[src/rtl/seq_feeder_ctrl.sv]
// seq_feeder_ctrl: drives a serial sequence detector and counts its hits.
// Optional macro SEQ_FEEDER_LOOP_EN adds a `loop` input for repeated feeding.
module seq_feeder_ctrl #(
  parameter int WIDTH = 16,
  parameter int LEN_W = 5,
  parameter int CNT_W = 8
) (
  input  logic             clock,
  input  logic             reset,
  input  logic             start,
  input  logic [WIDTH-1:0] pattern,
  input  logic [LEN_W-1:0] length,
  input  logic             z,
`ifdef SEQ_FEEDER_LOOP_EN
  input  logic             loop,
`endif
  output logic             w,
  output logic             det_reset,
  output logic             busy,
  output logic             done,
  output logic [CNT_W-1:0] hits,
  output logic             overflow
);

  typedef enum logic [2:0] {
    IDLE,
    CLEAR,
    FEED,
    DRAIN,
    DONE
  } state_t;

  localparam logic [LEN_W-1:0] LMAX = LEN_W'(WIDTH);
  localparam logic [CNT_W-1:0] HMAX = {CNT_W{1'b1}};

  state_t           state, state_n;
  logic [WIDTH-1:0] pat_q;
  logic [WIDTH-1:0] sreg;
  logic [LEN_W-1:0] len_q;
  logic [LEN_W-1:0] len_c;
  logic [LEN_W-1:0] idx;
  logic             loop_go;
  logic             samp;

`ifdef SEQ_FEEDER_LOOP_EN
  assign loop_go = loop & (len_q != '0);
`else
  assign loop_go = 1'b0;
`endif

  // Clamp the requested length and decide when z is sampled
  always_comb begin
    len_c = (length > LMAX) ? LMAX : length;
    samp  = ((state == FEED) && (idx != '0))
          || (state == DRAIN);
  end

  // State register
  always_ff @(posedge clock) begin
    if (reset) state <= IDLE;
    else       state <= state_n;
  end

  // Next-state and output decode
  always_comb begin
    state_n   = state;
    w         = 1'b0;
    det_reset = 1'b0;
    busy      = 1'b0;
    done      = 1'b0;
    unique case (state)
      IDLE: begin
        if (start) state_n = CLEAR;
      end
      CLEAR: begin
        det_reset = 1'b1;
        busy      = 1'b1;
        state_n   = (len_q == '0) ? DONE : FEED;
      end
      FEED: begin
        busy = 1'b1;
        w    = sreg[WIDTH-1];
        if (idx == len_q - LEN_W'(1))
          state_n = DRAIN;
      end
      DRAIN: begin
        busy    = 1'b1;
        state_n = DONE;
      end
      DONE: begin
        done    = 1'b1;
        state_n = loop_go ? FEED : IDLE;
      end
      default: state_n = IDLE;
    endcase
  end

  // Pattern latch, MSB-first shifter and bit index
  always_ff @(posedge clock) begin
    if (reset) begin
      pat_q <= '0;
      len_q <= '0;
      sreg  <= '0;
      idx   <= '0;
    end else begin
      unique case (state)
        IDLE: begin
          if (start) begin
            pat_q <= pattern;
            len_q <= len_c;
          end
        end
        CLEAR: begin
          idx  <= '0;
          sreg <= pat_q << (LMAX - len_q);
        end
        FEED: begin
          idx  <= idx + LEN_W'(1);
          sreg <= sreg << 1;
        end
        DONE: begin
          if (loop_go) begin
            idx  <= '0;
            sreg <= pat_q << (LMAX - len_q);
          end
        end
        default: ;
      endcase
    end
  end

  // Saturating hit counter with sticky overflow
  always_ff @(posedge clock) begin
    if (reset) begin
      hits     <= '0;
      overflow <= 1'b0;
    end else if (state == CLEAR) begin
      hits     <= '0;
      overflow <= 1'b0;
    end else if (samp && z) begin
      if (hits == HMAX) overflow <= 1'b1;
      else              hits     <= hits + CNT_W'(1);
    end
  end

endmodule

[config.mk]
export PLATFORM = sky130hd
export DESIGN_NAME = seq_feeder_ctrl
export DESIGN_NICKNAME = d
export VERILOG_FILES = /design/src/rtl/seq_feeder_ctrl.sv
export SDC_FILE = /design/constraint.sdc
export NUM_CORES = 1
export LEC_CHECK = 0
export CAP_MARGIN = 20
export CORE_ASPECT_RATIO = 0.7
export CORE_MARGIN = 3
export CORE_UTILIZATION = 25
export CTS_BUF_LIST = sky130_fd_sc_hd__clkbuf_4
export DETAILED_ROUTE_END_ITERATION = 8
export PLACE_DENSITY_LB_ADDON = 0.12
export SYNTH_ARGS = -nofsm -noshare
export SYNTH_HDL_FRONTEND = slang
export SYNTH_SLANG_ARGS = --single-unit
[constraint.sdc]
create_clock -name clock -period 2.59 [get_ports clock]
set_clock_uncertainty 0.15 [all_clocks]
set_input_delay 0.518 -clock clock [delete_from_list [all_inputs] [get_ports clock]]
set_output_delay 0.518 -clock clock [all_outputs]
set_load 0.05 [all_outputs]
==> metrics.txt <==
Tot GR Track Use between 10% and 20%; sw frac about a third; Clk pwr share approximately 23%; Core Region 12100 um^2; r2r startpoint len_q[1]; global-route wire length before repair 14600 um; total grt overflow 0; Clk pin slew, worst setup/hold paths roughly 160 ps; crit path time final around 2300 ps; Area growth syn-to-layout 20.2%; status finished clean; EDFF count, synth 0; Max-slew headroom around 44%; final hold vios 0; final wirelength between 8000 and 9000 um; Hold Path Class reg2reg; Switch Pwr 560 uW; Sequential Power Share between 50 and 60%; share of async-settable or async-resettable flops after synthesis 0%; endpoints failing setup 0; CP max FO 6; via density per instance between 5 and 6; fmax 426 MHz; Slew @ Worst Pin 840 ps; Die X approximately 140 um; RSZ-0062 raised after global routing no; count of mapped cells out of synthesis 362; Avg Cell Area, Syn approximately 8.8 um^2; Pre-antenna DRT Iters 4; TritonCTS clock tree done; die area 14200 um^2; clk buf depth 2; Static Leakage approximately 0.0013 uW; number of diodes 0; setup repair bufs after CTS 0; Non-Filler Instances about 550; internal power 1180 uW; Post-Syn Nets 392; antenna violations before repair 0; Syn Std Cell Area 3200 um^2; routed len/inst around 15 um; worst skew pair latency 390 ps; CP Class reg2out; vias in the first global route 2804; synth unique cells 61; TritonCTS Buffers 5; Logic pwr share between 20 and 30%; clock sinks 54; max cap viols 0; final net count around 420; VDD IR max about 0.00017 V; routability congestion estimate from global placement around 0.76; slowest stage cell, crit path clkdlybuf4s50_1; dpl cells roughly 540; ys flop type dfxtp_1; Worst Hold Launch pat_q[15]; CTS H-tree depth 2; initial cell density of the core between 20% and 30%; critical path's largest stage delay ~840 ps; flops & latches, synth 54; port bufs 37; Ports 38; hpwl dp ~6600 um; Fin Setup TNS 0 ps; die height between 100 and 150 um; DRC errors left 0; crit path launch type flip-flop; First DRT Iteration DRCs 138; Synth Warn # 0; largest net degree at the start of global routing 33; worst path cell trace clkdlybuf4s50_1; sequential share of the synthesized area between 30% and 40%; Critical Path AT about 1700 ps; Worst Setup SP hits[4]; Tcrit/Tclk final roughly nine tenths; layout cells sized above 1 14.7%; CP Capture Type output pin; DRT antenna net count 0; final slew viol count 0; Worst EP required around 1900 ps; Vias between 2000 and 3000; row count 33; Hold WS around 340 ps; clk root buf clkbuf_4; delay-heaviest family, CP buffers and inverters; WP buf/inv 1; pwr dens 453 nW/um^2
==> sequential cells by signal (all words and copies together), names as in the netlist <==
register,count
pat_q,16
sreg,16
hits,8
idx,5
len_q,5
state,3
overflow,1
==> stage by stage <==
step           total power [uW]  util [%]  instance area, um^2  setup slack (ps)
2_1_floorplan              1220         -                 3200               101
3_3_place_gp               1370      31.3                 3790               196
3_5_place_dp               1370      31.3                 3790               155
4_1_cts                    1770      31.8                 3840              85.7
5_1_grt                    1860      31.8                 3850              68.4
6_report                   1740      31.8                 3850               242
==> cell type report <==
class	instances	area, um^2
multi-input combinational	270	1960
sequential	54	1080
fill	1296	8250
tap	157	196
timing repair buffer	51	510
clock buffer	6	45.0
inverter	11	41.3
clock inverter	2	8.76
==> repair_timing <==
action / CTS / global route
hold buffers: 0 / 0
setup endpoints to repair: 0 / 3
gates resized for setup: 0 / 2
==> cell families (layout without fill, tap and decap cells) <==
family / after synthesis / in the layout / share of synthesized area (%)
compound gates: 87 / 87 / 18.3
fa+ha+maj: 5 / 5 / 1.95
buf+inv: 38 / 70 / 5.27
xor+xnor: 7 / 7 / 2.58
mux: 30 / 30 / 15.3
simple gates: 141 / 141 / 22.9
flops: 54 / 54 / 33.8
==> synth_stat cells, drive strengths merged (5+ instances only) <==
library cell	instances	area, um^2
dfxtp	54	1080
nand2	53	199
a21oi	39	199
nor2	18	67.6
clkbuf	16	60.1
mux4	14	315
nand3	14	70.1
buf	11	67.6
inv	11	41.3
mux2	11	124
a22oi	7	52.6
nand2b	7	43.8
nand3b	7	52.6
o21ai	7	35.0
nand4	6	37.5
nor3	6	30.0
and2	5	31.3
ha	5	62.6
mux2i	5	50.1
nor2b	5	31.3
==> metal layers <==
layer	up-vias	global-route usage, %	wire (um)
li1	1411	-	-
met1	1381	19.6	4510
met2	55	18.4	3550
met3	6	2.47	400
met4	0	2.68	66
met5	-	0	0
==> final timing paths <==
kind | to | slack (ps) | depth (start not counted)
max | hits[4] | 240 | 1
max reg2reg | sreg[3] | 260 | 8
min | pat_q[15] | 340 | 2
min reg2reg | pat_q[15] | 340 | 2
==> layout by cell type (no fill, tap or decap), drive strengths merged, types with 7 or more instances in the layout <==
cell type / n
a22oi: 7
clkdlybuf4s50: 32
a21oi: 39
dfxtp: 54
buf: 19
o21ai: 7
nand2b: 7
nand3b: 7
nor2: 18
mux4: 14
inv: 11
nand3: 14
nand2: 53
mux2: 11
==> power groups by stage <==
| stage | logic (uW) | registers, uW | clock network (uW) |
|---|---|---|---|
| after floorplan | 314 | 910 | 0 |
| after global placement | 443 | 929 | 0 |
| after detailed placement | 443 | 930 | 0 |
| after CTS | 444 | 912 | 415 |
| after global routing | 492 | 921 | 449 |
| final | 438 | 912 | 392 |
No activity file was read; power rests on OpenSTA's default activity.
